===== config.mk =====
export PLATFORM = sky130hd
export DESIGN_NAME = w_sram_to_arow_pf
export DESIGN_NICKNAME = d
export VERILOG_FILES = /design/src/rtl/w_sram_to_arow_pf.sv
export SDC_FILE = /design/constraint.sdc
export NUM_CORES = 1
export LEC_CHECK = 0
export BUFFER_PORTS_ARGS = -buffer_cell sky130_fd_sc_hd__buf_2
export CAP_MARGIN = 20
export CORE_ASPECT_RATIO = 0.8
export CORE_UTILIZATION = 55
export CTS_CLUSTER_DIAMETER = 150
export CTS_CLUSTER_SIZE = 12
export DETAILED_ROUTE_END_ITERATION = 10
export GPL_TIMING_DRIVEN = 1
export HOLD_SLACK_MARGIN = 0.15
export PLACE_DENSITY = 0.8
export SKIP_LAST_GASP = 1
export SLEW_MARGIN = 10
export SYNTH_ARGS = -nofsm -noshare
export SYNTH_HDL_FRONTEND = slang
export SYNTH_SLANG_ARGS = --single-unit

===== constraint.sdc =====
create_clock -name clk -period 8.6 [get_ports clk]
set_input_delay 1.72 -clock clk [delete_from_list [all_inputs] [get_ports clk]]
set_output_delay 1.72 -clock clk [all_outputs]
set_load 0.02 [all_outputs]

===== src/rtl/w_sram_to_arow_pf.sv =====
// Prefetching W-SRAM column-slice gatherer: streams M-row slices for a burst of
// columns into an NBUF-deep ring of slots and presents them to the array A-row port.
module w_sram_to_arow_pf #(
  parameter  int unsigned M      = 8,
  parameter  int unsigned KMAX   = 1024,
  parameter  int unsigned DATA_W = 32,
  parameter  int unsigned BYTE_W = DATA_W/8,
  parameter  int unsigned NBUF   = 2,
  localparam int unsigned ROW_W  = (M <= 1) ? 1 : $clog2(M),
  localparam int unsigned K_W    = (KMAX <= 1) ? 1 : $clog2(KMAX)
) (
  input  logic              clk,
  input  logic              rst,
  input  logic              start,
  input  logic [K_W-1:0]    k_base,
  input  logic [K_W:0]      k_cnt,
  output logic              busy,
  output logic              done,
  output logic              err,
  output logic              arow_valid,
  input  logic              arow_accept,
  output logic [K_W-1:0]    arow_k,
  output logic              arow_last,
  output logic [DATA_W-1:0] a_row [M],
  output logic              w_en,
  output logic              w_re,
  output logic              w_we,
  output logic [ROW_W-1:0]  w_row,
  output logic [K_W-1:0]    w_k,
  output logic [DATA_W-1:0] w_wdata,
  output logic [BYTE_W-1:0] w_wmask,
  input  logic [DATA_W-1:0] w_rdata,
  input  logic              w_rvalid
);

  localparam int unsigned PTR_W = $clog2(NBUF);
  localparam int unsigned OUT_W = $clog2(NBUF*M + 1);

  typedef enum logic [1:0] {S_IDLE, S_RUN, S_FIN} state_t;

  state_t                  r_state, w_state_nxt;
  logic [K_W-1:0]          r_k_base;
  logic [K_W:0]            r_k_cnt;
  logic [K_W:0]            r_iss_col;
  logic [ROW_W-1:0]        r_iss_row, r_rx_row;
  logic [PTR_W-1:0]        r_iss_ptr, r_rx_ptr, r_hd_ptr;
  logic [NBUF-1:0]         r_filling, r_full, r_slot_last;
  logic [K_W-1:0]          r_slot_k    [NBUF];
  logic [M-1:0][DATA_W-1:0] r_slot_data [NBUF];
  logic [OUT_W-1:0]        r_outst;
  logic                    r_err;

  logic           w_start_ok, w_slot_free, w_mid_slice, w_issue, w_row_end;
  logic           w_rx_ok, w_rx_end, w_acc, w_acc_last;
  logic [K_W-1:0] w_col;

  function automatic logic [PTR_W-1:0] ptr_inc(input logic [PTR_W-1:0] p);
    return (p == PTR_W'(NBUF-1)) ? '0 : p + PTR_W'(1);
  endfunction

  assign w_start_ok  = (r_state == S_IDLE) && start;
  assign w_slot_free = !r_filling[r_iss_ptr] && !r_full[r_iss_ptr];
  assign w_mid_slice = (r_iss_row != '0);
  // A slice, once begun, is issued back-to-back; stalls happen only at row 0.
  assign w_issue     = (r_state == S_RUN) &&
                       (w_mid_slice || ((r_iss_col != r_k_cnt) && w_slot_free));
  assign w_row_end   = (r_iss_row == ROW_W'(M-1));
  assign w_col       = r_k_base + r_iss_col[K_W-1:0];
  assign w_rx_ok     = w_rvalid && (r_outst != '0);
  assign w_rx_end    = (r_rx_row == ROW_W'(M-1));
  assign w_acc       = r_full[r_hd_ptr] && arow_accept;
  assign w_acc_last  = w_acc && r_slot_last[r_hd_ptr];

  always_ff @(posedge clk) begin
    if (rst) r_state <= S_IDLE;
    else     r_state <= w_state_nxt;
  end

  always_comb begin
    w_state_nxt = r_state;
    case (r_state)
      S_IDLE:  if (start) w_state_nxt = (k_cnt == '0) ? S_FIN : S_RUN;
      S_RUN:   if (w_acc_last) w_state_nxt = S_FIN;
      S_FIN:   w_state_nxt = S_IDLE;
      default: w_state_nxt = S_IDLE;
    endcase
  end

  always_ff @(posedge clk) begin
    if (rst) begin
      r_k_base    <= '0;
      r_k_cnt     <= '0;
      r_iss_col   <= '0;
      r_iss_row   <= '0;
      r_rx_row    <= '0;
      r_iss_ptr   <= '0;
      r_rx_ptr    <= '0;
      r_hd_ptr    <= '0;
      r_filling   <= '0;
      r_full      <= '0;
      r_slot_last <= '0;
      r_outst     <= '0;
      r_err       <= 1'b0;
      for (int unsigned b = 0; b < NBUF; b++) begin
        r_slot_k[b]    <= '0;
        r_slot_data[b] <= '0;
      end
    end else begin
      if (w_start_ok) begin
        r_k_base  <= k_base;
        r_k_cnt   <= k_cnt;
        r_iss_col <= '0;
        r_iss_row <= '0;
      end

      if (w_issue) begin
        if (!w_mid_slice) begin
          r_filling[r_iss_ptr]   <= 1'b1;
          r_slot_k[r_iss_ptr]    <= w_col;
          r_slot_last[r_iss_ptr] <= ((r_iss_col + 1'b1) == r_k_cnt);
        end
        if (w_row_end) begin
          r_iss_row <= '0;
          r_iss_col <= r_iss_col + 1'b1;
          r_iss_ptr <= ptr_inc(r_iss_ptr);
        end else begin
          r_iss_row <= r_iss_row + 1'b1;
        end
      end

      // Receiving slot is FILLING and head slot is FULL, so these never collide.
      if (w_rx_ok) begin
        r_slot_data[r_rx_ptr][r_rx_row] <= w_rdata;
        if (w_rx_end) begin
          r_filling[r_rx_ptr] <= 1'b0;
          r_full[r_rx_ptr]    <= 1'b1;
          r_rx_ptr            <= ptr_inc(r_rx_ptr);
          r_rx_row            <= '0;
        end else begin
          r_rx_row <= r_rx_row + 1'b1;
        end
      end

      if (w_acc) begin
        r_full[r_hd_ptr] <= 1'b0;
        r_hd_ptr         <= ptr_inc(r_hd_ptr);
      end

      case ({w_issue, w_rx_ok})
        2'b10:   r_outst <= r_outst + 1'b1;
        2'b01:   r_outst <= r_outst - 1'b1;
        default: r_outst <= r_outst;
      endcase

      if (w_rvalid && (r_outst == '0)) r_err <= 1'b1;
      else if (w_start_ok)             r_err <= 1'b0;
    end
  end

  assign busy       = (r_state == S_RUN) || (r_state == S_FIN);
  assign done       = (r_state == S_FIN);
  assign err        = r_err;
  assign arow_valid = r_full[r_hd_ptr];
  assign arow_k     = r_slot_k[r_hd_ptr];
  assign arow_last  = r_slot_last[r_hd_ptr];
  assign w_en       = w_issue;
  assign w_re       = w_issue;
  assign w_we       = 1'b0;
  assign w_row      = r_iss_row;
  assign w_k        = w_col;
  assign w_wdata    = '0;
  assign w_wmask    = '0;

  always_comb begin
    for (int unsigned r = 0; r < M; r++) a_row[r] = r_slot_data[r_hd_ptr][r];
  end

endmodule


# Word level (Yosys, flattened, before mapping)
# Memories as Yosys holds them, arrays and structs flattened. A register that Yosys moved wholly into a read port is not among the register bits.
# Index checks and enable logic that the tools add are counted.
[word_totals]
output_inout_bits = 323
register_bits = 55
ramBits = 532
memories = 2
in_bits = 58
[op_classes]
add_sub_neg = 9
n_eq_ne = 10
mux = 62
bitwise = 7
order_cmp = 8
reduce_logical = 30
[memory_table]
columns = ["memory", "words", "width", "rd", "rd_ports_with_merged_regs", "write_ports", "line_no", "rtl"]
rows = [
  ["r_slot_data", 2, 256, 1, 1, 2, "49", "logic [M-1:0][DATA_W-1:0] r_slot_data [NBUF];"],
  ["r_slot_k", 2, 10, 1, 1, 2, "48", "logic [K_W-1:0] r_slot_k [NBUF];"],
]
[op_table]
columns = ["operator", "count"]
rows = [
  ["2-to-1 mux 256 bit", 3],
  ["OR reduction 256 bit", 1],
  ["demux 32 bit (select 3 bit)", 1],
  ["2-to-1 mux 11 bit", 3],
  ["2-to-1 mux 32 bit", 1],
  ["2-to-1 mux 1 bit", 31],
  ["2-to-1 mux 2 bit", 12],
  ["logical AND 1 bit", 12],
  ["2-to-1 mux 3 bit", 4],
  ["adder 11 x 1 -> 11 bit (second input constant)", 1],
  ["== test 11 bit", 1],
  ["zero test 11 bit", 1],
  ["inequality test 11 bit", 1],
  ["adder 10 bit", 1],
  ["2-to-1 mux 10 bit", 1],
  ["case mux 5 bit (2 select lines)", 1],
  ["OR reduction 10 bit", 1],
  ["AND reduction 2 bit", 4],
  ["adder 3 x 1 -> 3 bit (second input constant)", 2],
  ["== test 3 bit (second input constant)", 2],
  ["less-than comparator 1 x 2 -> 1 bit (second input constant)", 3],
  ["nonzero test 2 bit", 3],
  ["adder 5 x 1 -> 5 bit (second input constant)", 1],
  ["zero test 5 bit", 1],
  ["20 further kinds", 34],
]

# Depth between registers and ports, before layout
[depth]
depth_word = 12
depth_mapped = 16
depth_no_buf = 14

# Worst setup path after synthesis
# Ideal clock, no wire load.
[synth_timing]
kind = "input-to-reg"
start = "in w_rvalid"
end = "mem r_slot_data[1][0] (netlist name) (enable)"
required_ns = 8.134
arrival_ns = 4.649
slack_ns = 3.486
cell_stages = 4
cell_sequence = "o21ai_4 or4_1 buf_4 o21ai_0"
[synth_lines]
columns = ["item", "line_no", "rtl"]
rows = [
  ["from (decl)", "33", "input logic w_rvalid"],
  ["to (decl)", "49", ""],
]

==> flow_metrics.tcl <==
set metrics [dict create \
    routed-via-count 16600 \
    fillCellCount 3510 \
    fin_tns_setup_ns 0 \
    htreeDepth 2 \
    critPathLaunchType "flop" \
    clock_latency_ns 0.60 \
    vias_per_cell 5.77 \
    whs_ns 0.463 \
    seq_area_frac_synth 0.641 \
    syn_inst 1961 \
    drv_cap 0 \
    post_drt_wl_per_cell_um 23.8 \
    relSlewSlack 0.0245 \
    p_int_mw 4.66 \
    worst_slack_ns 3.42 \
    fin_crit_sh 0.602 \
    hold_class "flop to flop" \
    num_io_pins 381 \
    finalPower_mw 6.20 \
    multiInputGateArea_um2 8970 \
    die_x_um 248 \
    synth_top_flop_cell "edfxtp_1" \
    worst-path-max-fanout 193 \
    regArea_um2 17100 \
    fin_crit_ns 5.18 \
    final_nets 2320 \
    p_per_area_nw_per_um2 204 \
    p_switching_mw 1.54 \
    dr.pass1.iters 5 \
    port_buffers 343 \
    rsz0062_at_grt "false" \
    hpwl_um 44500 \
    synth-seq-cells 588 \
    cts_root_buf "clkbuf_16" \
    hold_violations 0 \
    die-area_um2 49400 \
    gp_congestion 0.873 \
    die_h_um 199 \
    seq_power_share 0.536 \
    grt_pass1_wl_um 99200 \
    drc_errors 0 \
    pwr-share-clk 0.345 \
    avgSynthCellArea_um2 13.6 \
    peakVddDrop_v 0.000137 \
    async_flop_share 0 \
    first_iter_violations 1492 \
    antenna_found_initial 0 \
    overflow 0 \
    cts_made_buffers 54 \
    finalSetupViolations 0 \
    synth_area_leaders "edfxtp_1 (60%), and2_1 (12%), mux2_2 (11%)" \
    leakage_nw 12.2 \
    clk_pin_slew_ns 0.06 \
    worst_slew_pin_slew_ns 1.46 \
    routed_wl_um 68600 \
    cp-end-kind "primary output" \
    cts.sinks 588 \
    cts_buffer_depth 3 \
    grt_pass1_vias 15900 \
    route.antenna.remaining_nets 0 \
    num_rows 71 \
    status "finished clean" \
    drive_gt1_frac 0.327 \
    swShare 0.248 \
    synth_edf_count 532 \
    netlist_area_um2 26700 \
    combinationalPowerShare 0.119 \
    core_um2 47400 \
    required_ns 6.88 \
    synth_top_area_frac 0.599 \
    yosys.area.top_type "edfxtp_1" \
    ys_types 72 \
    grt_max_degree 194 \
    cts_setup_buffers 0 \
    ys_warn_count 0 \
    cts_tree "done" \
    maxSlewViolCount 0 \
    post_cts_resized 0 \
    reg2reg_slack_ns 4.56 \
    area_growth_pct 14.0 \
    dp_slack_ns 4.07 \
    path_class "flop to primary output" \
    arrival_ns 3.46 \
    ctsHoldBuffers 0 \
    finClkSkew_ns 0.0161 \
    start_util 0.563 \
    grtUsageTotal 0.274 \
    fmax_mhz 193 \
]
## registers in the layout (all words and copies together) (netlist names), 3 cells and up, named ones only
signal / flops
r_iss_col: 11
r_k_base: 10
r_k_cnt: 11
r_outst: 5
r_rx_row: 3
r_slot_data: 512
r_slot_k: 20
w_row: 3
## metrics by stage
stage               utilization  area [um2]  cells
floorplan                     -       26800   1997
global placement          0.608       28800   2798
detailed placement        0.609       28900   2800
CTS                       0.640       30300   2877
global route              0.641       30400   2880
finish                    0.641       30400   2881
## layer usage
metal | wire [um] | part of all wire | vias to the layer above | GRT usage
met5 | 0 | 0 | - | 0
met4 | 1870 | 0.027 | 0 | 0.0917
met3 | 5660 | 0.083 | 117 | 0.0374
met2 | 31500 | 0.46 | 762 | 0.425
li1 | - | - | 7377 | -
met1 | 29500 | 0.43 | 8381 | 0.397
## layout make-up
class,instances,area share
multi-input cells,1201,0.295
repair buffers,367,0.0660
inverters,27,0.00333
clock buffers,76,0.0478
flip-flops and latches,588,0.562
clock inverters,1,0.000288
diodes,1,0.0000822
well taps,620,0.0255
## cell usage in the layout, fill, tap and decap left out, drive strengths merged, types with 3 or more instances in the layout
| cell | n |
|---|---|
| nor4 | 5 |
| nand3b | 5 |
| and4 | 3 |
| nand2 | 67 |
| xnor2 | 7 |
| xor2 | 19 |
| nand2b | 4 |
| conb | 37 |
| a21o | 4 |
| o21ai | 20 |
| clkbuf | 76 |
| o21a | 3 |
| a31oi | 9 |
| nor3 | 21 |
| inv | 28 |
| a21boi | 3 |
| or4 | 5 |
| nand3 | 20 |
| a311oi | 5 |
| or3 | 8 |
| nor2 | 52 |
| mux2 | 268 |
| nor3b | 4 |
| mux2i | 6 |
| edfxtp | 532 |
| or2 | 5 |
| dfxtp | 56 |
| ha | 22 |
| and3 | 7 |
| a22oi | 3 |
| buf | 367 |
| and2 | 515 |
| a21oi | 42 |
## power groups by stage
stage          logic [mW]  registers, mW  clock network [mW]
2_1_floorplan       0.477           3.37                   0
6_report            0.737           3.32                2.14
3_3_place_gp        0.708           3.37                   0
4_1_cts             0.731           3.32                2.16
5_1_grt             0.785           3.33                2.26
3_5_place_dp        0.727           3.38                   0
## logic make-up after synthesis
logic type                 after synthesis  share of synthesized area
and+or+nand+nor                        727                      0.159
DFF                                    588                      0.641
muxes                                  274                      0.115
buffers and inverters                  208                     0.0366
AOI/OAI and AO/OA                      114                     0.0279
xor gates and xnor gates                26                    0.00881
adders and majority gates               23                     0.0111
other                                    1                   0.000141
## critical path, cell delays in order (launching register included)
cell     delay [ns]
dfxtp_4        1.03
buf_12         0.61
mux2_2         0.48
buf_2          0.18
## synth_stat cells (4+ instances only)
| cell type | n |
|---|---|
| xnor2_1 | 7 |
| or3_1 | 8 |
| a311oi_1 | 5 |
| buf_2 | 15 |
| and2_1 | 515 |
| mux2_2 | 268 |
| mux2i_1 | 6 |
| a21oi_1 | 41 |
| nand2b_1 | 4 |
| nor3_1 | 20 |
| nor3b_1 | 4 |
| nand3_1 | 19 |
| clkbuf_2 | 4 |
| and3_1 | 7 |
| clkbuf_1 | 116 |
| nor2_1 | 51 |
| xor2_1 | 18 |
| nor4_1 | 5 |
| ha_1 | 22 |
| or4_1 | 4 |
| nand2_1 | 67 |
| inv_1 | 27 |
| o21ai_0 | 19 |
| edfxtp_1 | 532 |
| dfxtp_1 | 56 |
| a31oi_1 | 9 |
| or2_2 | 5 |
| buf_4 | 42 |
## worst paths after layout
kind / startpoint / endpoint / depth (start not counted)
setup / recovery: flop / a_row[118] / 3
hold / removal: r_k_base[6]$_SDFFE_PP0P_ / r_k_base[6]$_SDFFE_PP0P_ / 2
setup reg to reg: r_iss_col[4]$_SDFF_PP0_ / r_outst[4]$_SDFFE_PP0P_ / 14
hold reg to reg: r_k_base[6]$_SDFFE_PP0P_ / r_k_base[6]$_SDFFE_PP0P_ / 2
No activity file was read; power rests on OpenSTA's default activity.
